$ cat src/rtl/pc_fetch_unit.sv
// rtl/pc_fetch_unit.sv - instruction fetch stage owning the architectural PC
// Optional HLT stop: define PC_FETCH_HALT_EN.
module pc_fetch_unit (
  input  logic        clk,
  input  logic        rst_n,
  input  logic        redirect,
  input  logic [15:0] redirect_pc,
  output logic        imem_req,
  output logic [15:0] imem_addr,
  input  logic        imem_rdy,
  input  logic [15:0] imem_data,
  output logic        if_valid,
  output logic [15:0] if_instr,
  output logic [15:0] if_pc,
  output logic [15:0] if_pc_plus2,
  input  logic        id_ready,
  output logic        halted
);

  typedef enum logic [1:0] {BOOT, FETCH, HOLD, HALT} state_t;

  state_t      state_q, state_d;
  logic [15:0] pc_q, pc_d;
  logic        capture;
  logic        halt_hit;

`ifdef PC_FETCH_HALT_EN
  assign halt_hit = (if_instr[15:12] == 4'hF);
  assign halted   = (state_q == HALT);
`else
  assign halt_hit = 1'b0;
  assign halted   = 1'b0;
`endif

  // Every output is a register or a pure decode of the state register.
  assign imem_req  = (state_q == FETCH);
  assign if_valid  = (state_q == HOLD);
  assign imem_addr = pc_q;

  always_comb begin
    state_d = state_q;
    pc_d    = pc_q;
    capture = 1'b0;
    if (redirect) begin
      // Squashes any returning data or held instruction; bit 0 is forced low.
      state_d = FETCH;
      pc_d    = redirect_pc & 16'hFFFE;
    end else begin
      case (state_q)
        BOOT:  state_d = FETCH;
        FETCH: begin
          if (imem_rdy) begin
            capture = 1'b1;
            pc_d    = pc_q + 16'd2;
            state_d = HOLD;
          end
        end
        HOLD: begin
          if (id_ready) state_d = halt_hit ? HALT : FETCH;
        end
        HALT:    state_d = HALT;
        default: state_d = BOOT;
      endcase
    end
  end

  always_ff @(posedge clk or negedge rst_n) begin
    if (!rst_n) begin
      state_q     <= BOOT;
      pc_q        <= 16'h0000;
      if_instr    <= 16'h0000;
      if_pc       <= 16'h0000;
      if_pc_plus2 <= 16'h0000;
    end else begin
      state_q <= state_d;
      pc_q    <= pc_d;
      if (capture) begin
        if_instr    <= imem_data;
        if_pc       <= pc_q;
        if_pc_plus2 <= pc_q + 16'd2;
      end
    end
  end

endmodule

$ cat config.mk
export PLATFORM = sky130hd
export DESIGN_NAME = pc_fetch_unit
export DESIGN_NICKNAME = d
export VERILOG_FILES = /design/src/rtl/pc_fetch_unit.sv
export SDC_FILE = /design/constraint.sdc
export NUM_CORES = 1
export LEC_CHECK = 0
export CORE_ASPECT_RATIO = 1.5
export CORE_MARGIN = 3
export CORE_UTILIZATION = 41
export CTS_BUF_LIST = sky130_fd_sc_hd__clkbuf_4 sky130_fd_sc_hd__clkbuf_8
export CTS_CLUSTER_DIAMETER = 30
export DETAILED_ROUTE_END_ITERATION = 10
export HOLD_SLACK_MARGIN = 0.12
export PLACE_DENSITY = 0.87
export RECOVER_POWER = 25
export SYNTH_ARGS = -nofsm -noshare
export SYNTH_HDL_FRONTEND = slang
export SYNTH_SLANG_ARGS = --single-unit
export TNS_END_PERCENT = 50
$ cat constraint.sdc
create_clock -name clk -period 1.9 [get_ports clk]
set_clock_uncertainty 0.1 [all_clocks]
set_input_delay 0.38 -clock clk [delete_from_list [all_inputs] [get_ports clk]]
set_output_delay 0.38 -clock clk [all_outputs]
set_load 0.03 [all_outputs]
==> flow_summary_export.csv, run 1 <==
group,metric,value,unit
status,status,"finished, final reports clean",
setup_path,cp-end-kind,"primary output",
cells_and_area,final_util,65.43,%
clock_tree,tritoncts,"done",
global_route,grt_max_degree,64,
setup_path,cp_top_family,"buffers and inverters",
setup_path,crit_slowest_cell,"clkdlybuf4s50_1",
global_route,antenna_found_initial,0,
global_route,grt_usage,18.68,%
drt,wl_per_cell,15.37,microns
setup_path,worstPathRequired,1.42,ns
synth,ys_warn_count,0,
drt,firstDrtPassIters,5,
drt,vias,2299,
cells_and_area,drive_gt1_share,23.56,%
job,drv_cap,0,
global_route,grt_pass1_wl,11.28,mm
setup_path,crit_path_max_incr_delay,0.68,ns
place,hpwl,5.113,mm
sta,hold_viol,0,
sta,fmax,538.0,MHz
sta,period_share,97.83,%
cells_and_area,area_growth,52.10,%
drt,met3_length,456,microns
pwr,p_leak,1.840,nW
floorplan,chipHeight,107.7,microns
pwr,p_total,5.002,mW
clock_tree,clk_latency,0.34,ns
place,place_congestion,0.8739,
cells_and_area,layout.cells.non_filler,458,
synth,syn_area,2829,sq um
drt,wirelength_met1,2.721,mm
setup_path,cp_data_arrival_time,1.38,ns
floorplan,start_util,43.02,%
place,dp_worst_setup_slack,-0.1218,ns
synth,yosysUniqueCellTypes,30,
cells_and_area,nets,415,
global_route,globalRouteOverflowTotal,0,
sta,worst_pin_slew,0.8543,ns
pwr,ir_drop,0.0007356,V
sta,tns,0,ns
drt,topRoutingLayerUsed,"met4",
synth,ys_seq_area_share,55.73,%
sta,maxSlewViolCount,0,
drt,viasPerCell,5.020,
drt,drc_errors,0,
cells_and_area,final_common_cell,"clkdlybuf4s50_1",
setup_path,crit_path_start_kind,"register",
setup_path,crit_buf_inv,1,
cells_and_area,layout_common_cells,"clkdlybuf4s50_1 (76), dfrtp_1 (56), mux2_2 (30)",
global_route,grt_pass1_vias,2388,
sta,grt_setup_unrepaired,"no",
synth,synthCells,255,
floorplan,core_area,6576,sq um
floorplan,die_x,73.82,microns
place,dpl.cell_count,439,
synth,ys_seq_elements,63,
drt,routed_wl,7.041,mm
setup_path,worstPathMaxFanout,2,
sta,setup_slack,0.04127,ns
clock_tree,clock_sinks,63,
pwr,pwr_density_cell,1162,nW/um^2
clock_tree,clockRootBuffer,"clkbuf_8",
floorplan,dieArea,7953,sq um
place,port_buffers,98,
sta,finalSetupViolCount,0,
clock_tree,h-tree-depth,3,
min_path,hold_path_class,"register to register",
sta,max-slew-margin-rel,43.05,%
drt,drt_iter0_drc,89,
setup_path,path_cells,"clkdlybuf4s50_1",
drt,antenna_left,0,
floorplan,io_pins,104,
synth,synth.avg_cell_area,11.09,sq um
clock_tree,clockBufferDepth,2,
drt,dr_wl_met2,3.667,mm
cells_and_area,antennaDiodeCount,0,
clock_tree,cts.clk_slew.worst_paths,0.07,ns
setup_path,timing_worst_setup_path_type,"register to primary output",
clock_tree,numCtsBuffers,9,
sta,min_period,1.859,ns
floorplan,rows,36,
==> worst reg2reg max path: stages (launching register included) <==
cell	delay, ns
dfrtp_2	0.39
ha_4	0.16
nand4_1	0.12
or4_4	0.54
or3_1	0.31
a31oi_1	0.17
==> worst paths after layout <==
path,start,endpoint,slack [ns],cells after the start
worst min-delay path,if_pc[10]$_DFFE_PN0P_,if_pc[10]$_DFFE_PN0P_,0.40,2
worst max-delay path,if_pc_plus2[7]$_DFFE_PN0P_,if_pc_plus2[7],0.04,1
worst max register to register,imem_addr[2]$_DFFE_PN0P_,imem_addr[15]$_DFFE_PN0P_,0.04,5
max in group asynchronous,rst_n,imem_addr[7]$_DFFE_PN0P_,0.41,3
worst min register to register,if_pc[10]$_DFFE_PN0P_,if_pc[10]$_DFFE_PN0P_,0.40,2
min in group asynchronous,rst_n,if_pc[8]$_DFFE_PN0P_,0.68,3
==> through the flow <==
| stage | instance area [sq um] | hold slack (ns) |
|---|---|---|
| after floorplan | 2861 | -0.01559 |
| after detailed placement | 4066 | 0.3211 |
| final | 4303 | 0.4001 |
| after CTS | 4290 | 0.4077 |
| after global routing | 4303 | 0.4205 |
| after global placement | 4066 | 0.3121 |
==> Yosys cell counts <==
master | instances | area share, %
nand2b_1 | 1 | 0.22
conb_1 | 1 | 0.13
nand3_2 | 1 | 0.35
or3_1 | 1 | 0.22
mux2i_1 | 3 | 1.1
buf_4 | 7 | 1.9
nand4_1 | 2 | 0.44
clkbuf_2 | 1 | 0.18
xnor2_1 | 20 | 6.2
nand3_1 | 3 | 0.53
a22oi_1 | 2 | 0.53
dfrtp_1 | 63 | 56
and3_1 | 1 | 0.22
mux2_2 | 30 | 12
nand2_1 | 23 | 3.1
or4_4 | 1 | 0.40
nor3_1 | 9 | 1.6
clkbuf_1 | 11 | 1.5
nand4_2 | 1 | 0.44
xor2_1 | 4 | 1.2
inv_1 | 3 | 0.40
nor2b_1 | 3 | 0.66
o21ai_0 | 18 | 3.2
nor2_1 | 20 | 2.7
nor4_1 | 7 | 1.5
a21oi_1 | 14 | 2.5
ha_1 | 1 | 0.44
buf_2 | 2 | 0.35
a31oi_1 | 1 | 0.22
nand3b_1 | 1 | 0.27
==> final cells by class <==
cell class	count	area, sq um
multi-input cells	171	1164
clock buffers	13	166.4
repair buffers	129	1216
fillers	537	2273
well taps	76	95.09
flip-flops and latches	63	1585
inverters	3	11.26
clock inverters	3	65.06
==> kinds of logic (layout without fill, tap and decap cells) <==
group,count (synthesis),count (layout),share of synthesized area (%)
AND/OR/NAND/NOR,74,74,12.60
flip-flops,63,63,55.73
AO/OA/AOI/OAI,35,35,6.413
multiplexers,33,33,13.00
XOR/XNOR,24,24,7.430
buffers and inverters,24,148,4.246
adder cells (fa/ha/maj),1,1,0.4422
other,1,4,0.1326
==> power by group <==
group / switching, mW / total, mW / internal (mW) / leakage, nW
Combinational: 1.02 / 1.85 / 0.826 / 0.987
Clock: 0.507 / 1.34 / 0.838 / 0.120
Sequential: 0.169 / 1.81 / 1.64 / 0.732
==> timing repair <==
action / 4_1_cts / 5_1_grt
pin swaps: 0 / 3
cloned: 0 / 0
setup buffers: 0 / 2
gates resized for setup: 16 / 7
hold buffers: 1 / 0
endpoints found under the hold margin: 63 / 0
endpoints found under the setup margin: 15 / 8
==> state kept, by name (all words and copies together), names as in the netlist <==
name and cells:
if_instr 16, if_pc_plus2 15, imem_addr 15, if_pc 15
state_q 2
==> layer usage <==
layer,GRT usage [%],vias to the layer above
met2,31.09,76
met3,3.832,16
met1,21.38,1099
met4,11.40,0
met5,0,-
li1,-,1108
Power figures use the tool's default switching activity.
==> run 2, diff against run 1 <==
ABC_AREA = 1   (was default)
CORE_MARGIN = default   (was 3)
CORE_UTILIZATION = 42   (was 41)
PLACE_DENSITY = 0.88   (was 0.87)
==> run 2 against run 1 <==
Via count increased by 16%; sequential cell count unchanged; synthesized cell count increased by 36%; fmax decreased by 0.84%; sequential power about the same; worst setup slack got worse by 0.016 ns; count of clock-buffer cells in the layout increased by 1; clock power decreased by 19%.
==> flow_summary_export.csv, run 2 <==
group,metric,value,unit
status,status,"finished, final reports clean",
place,port_buffers,98,
drt,drt_iter0_drc,230,
sta,fmax,533.5,MHz
cells_and_area,layout.cells.non_filler,535,
clock_tree,numCtsBuffers,9,
floorplan,dieArea,7127,sq um
global_route,grt_usage,22.46,%
place,post_dp_cell_area,3958,sq um
global_route,grt_pass1_wl,12.50,mm
synth,synth.avg_cell_area,8.238,sq um
pwr,p_leak,2.178,nW
pwr,p_total,4.745,mW
cells_and_area,drive_gt1_share,9.586,%
synth,ys.flop_type,"dfrtp_1",
clock_tree,clk_latency,0.34,ns
sta,finalSetupViolCount,0,
clock_tree,post_cts_buffers,0,
clock_tree,cts.clk_slew.worst_paths,0.07,ns
clock_tree,tritoncts,"done",
synth,synth_edf_count,0,
setup_path,crit_path_start,"if_pc_plus2[2]$_DFFE_PN0P_",
sta,worst_pin_slew,0.8389,ns
cells_and_area,final_common_cell,"nand2_1",
synth,synth_area_leaders,"dfrtp_1 (55%), nand2_1 (21%), o21ai_0 (3.7%), inv_1 (3.2%), nand3_1 (2.3%)",
floorplan,die_x,69.26,microns
synth,ys_async_sr_fraction,100.0,%
synth,syn_area,2850,sq um
drt,wl_per_cell,14.08,microns
clock_tree,clockRootBuffer,"clkbuf_8",
cells_and_area,largest_reg_flops,16,
cells_and_area,nets,494,
setup_path,worstPathMaxFanout,2,
cells_and_area,top_register,"if_instr",
setup_path,path_cells,"clkdlybuf4s50_1",
setup_path,crit_buf_inv,1,
setup_path,rr_worst_depth,7,
cells_and_area,layout_common_cells,"nand2_1 (159), clkdlybuf4s50_1 (76), dfrtp_1 (63)",
clock_tree,clockBufferDepth,2,
min_path,hold_path_class,"register to register",
setup_path,rr_startpoint,"imem_addr[2]$_DFFE_PN0P_",
synth,ys_seq_area_share,55.31,%
place,dpl.cell_count,520,
setup_path,worstPathRequired,1.42,ns
drt,routed_wl,7.533,mm
sta,max-slew-margin-rel,44.07,%
sta,grt_setup_unrepaired,"no",
place,hpwl,5.432,mm
sta,period_share,98.66,%
synth,synth_top_area_cell,"dfrtp_1",
pwr,pwr_density_cell,1146,nW/um^2
setup_path,crit_path_max_incr_delay,0.71,ns
clock_tree,h-tree-depth,3,
floorplan,io_pins,104,
setup_path,crit_path_start_kind,"register",
sta,hold_slack,0.3812,ns
synth,synth_top_cell_area_share,55.31,%
global_route,globalRouteOverflowTotal,0,
floorplan,chipHeight,102.9,microns
sta,setup_slack,0.02551,ns
setup_path,crit_end,"if_pc_plus2[2]",
sta,min_period,1.874,ns
synth,yosysUniqueCellTypes,27,
job,drv_cap,0,
cells_and_area,area_growth,45.30,%
setup_path,rrSetupSlack,0.26,ns
floorplan,start_util,43.64,%
synth,synthCells,346,
cells_and_area,final_util,63.41,%
floorplan,rows,36,
synth,ys_warn_count,0,
place,place_congestion,0.8399,
setup_path,path_depth,1,
clock_tree,clock_sinks,63,
place,dp_worst_setup_slack,0.05449,ns
cells_and_area,design_area,4141,sq um
setup_path,cp-end-kind,"primary output",
setup_path,cp_top_family,"buffers and inverters",
global_route,grt_pass1_vias,2623,
setup_path,timing_worst_setup_path_type,"register to primary output",
global_route,grt_max_degree,64,
drt,viasPerCell,4.964,
sta,maxSlewViolCount,0,
setup_path,worst_r2r_endpoint,"imem_addr[11]$_DFFE_PN0P_",
synth,yosysMostFrequentCell,"nand2_1",
global_route,antenna_found_initial,0,
cells_and_area,antennaDiodeCount,0,
synth,ys_seq_elements,63,
drt,drc_errors,0,
drt,vias,2656,
drt,firstDrtPassIters,4,
setup_path,cp_data_arrival_time,1.39,ns
sta,tns,0,ns
setup_path,crit_slowest_cell,"clkdlybuf4s50_1",
drt,antenna_left,0,
pwr,ir_drop,0.0006585,V
floorplan,core_area,6531,sq um
synth,ys_top_cells_by_count,"nand2_1 (159), dfrtp_1 (63), inv_1 (24), o21ai_0 (21), nor2_1 (16)",
sta,hold_viol,0,
run 2: changes by cell type in the layout (fill, tap and decap cells not counted), moves of 9 or more:
| cell | previous run | this run |
|---|---|---|
| inv_1 | 3 | 24 |
| nand2_1 | 23 | 159 |
| nor3_1 | 9 | 0 |
| mux2_2 | 30 | 0 |
| xnor2_1 | 20 | 0 |
| a21oi_1 | 14 | 2 |
| nand3_1 | 3 | 13 |
| buf_4 | 28 | 10 |
run 2: area by class of cell:
cell class / count / area, sq um
multi-input cells: 243 / 1074
fillers: 547 / 2390
clock buffers: 14 / 186.4
well taps: 76 / 95.09
inverters: 27 / 101.3
repair buffers: 112 / 1109
flip-flops and latches: 63 / 1577
run 2: tightest hold or removal path, stage by stage, from the launching register on:
cell     delay [ns]
dfrtp_1        0.34
nand2_1        0.05
nand2_1        0.05
run 2: cell families (layout without fill, tap and decap cells):
logic type / count (synthesis) / after routing / synth area share [%]
and+or+nand+nor: 206 / 206 / 30.25
AOI/OAI and AO/OA: 29 / 29 / 5.531
adders and majority gates: 1 / 1 / 0.4389
other: 1 / 4 / 0.1316
buffers and inverters: 43 / 153 / 7.419
DFF: 63 / 63 / 55.31
xor gates and xnor gates: 3 / 3 / 0.9220
run 2: power breakdown:
group / total (mW) / switching, mW / internal [mW]
Sequential: 1.84 / 0.200 / 1.64
Combinational: 1.82 / 1.09 / 0.727
Clock: 1.09 / 0.473 / 0.617
run 2: layer usage:
metal	track usage [%]	share of wire, %	vias up
li1	-	-	1283
met1	26.30	40	1268
met2	38.76	52	87
met3	5.083	4.9	18
met4	11.77	2.9	0
met5	0	0	-
run 2: worst min path at each step:
stage | from | depth (start not counted) | to | slack [ns]
final | if_instr[15]$_DFFE_PN0P_ | 2 | if_instr[15]$_DFFE_PN0P_ | 0.38
after global placement | rst_n | 2 | if_instr[2]$_DFFE_PN0P_ | 0.31
after global routing | if_pc[8]$_DFFE_PN0P_ | 2 | if_pc[8]$_DFFE_PN0P_ | 0.40
after floorplan | rst_n | 0 | if_instr[0]$_DFFE_PN0P_ | -0.02
after CTS | if_instr[15]$_DFFE_PN0P_ | 2 | if_instr[15]$_DFFE_PN0P_ | 0.38
after detailed placement | rst_n | 2 | if_instr[1]$_DFFE_PN0P_ | 0.32
run 2: repair_timing:
item,in CTS,in global routing
hold buffers,1,0
hold endpoints to repair,63,0
setup endpoints to repair,14,7
gates resized for setup,14,7
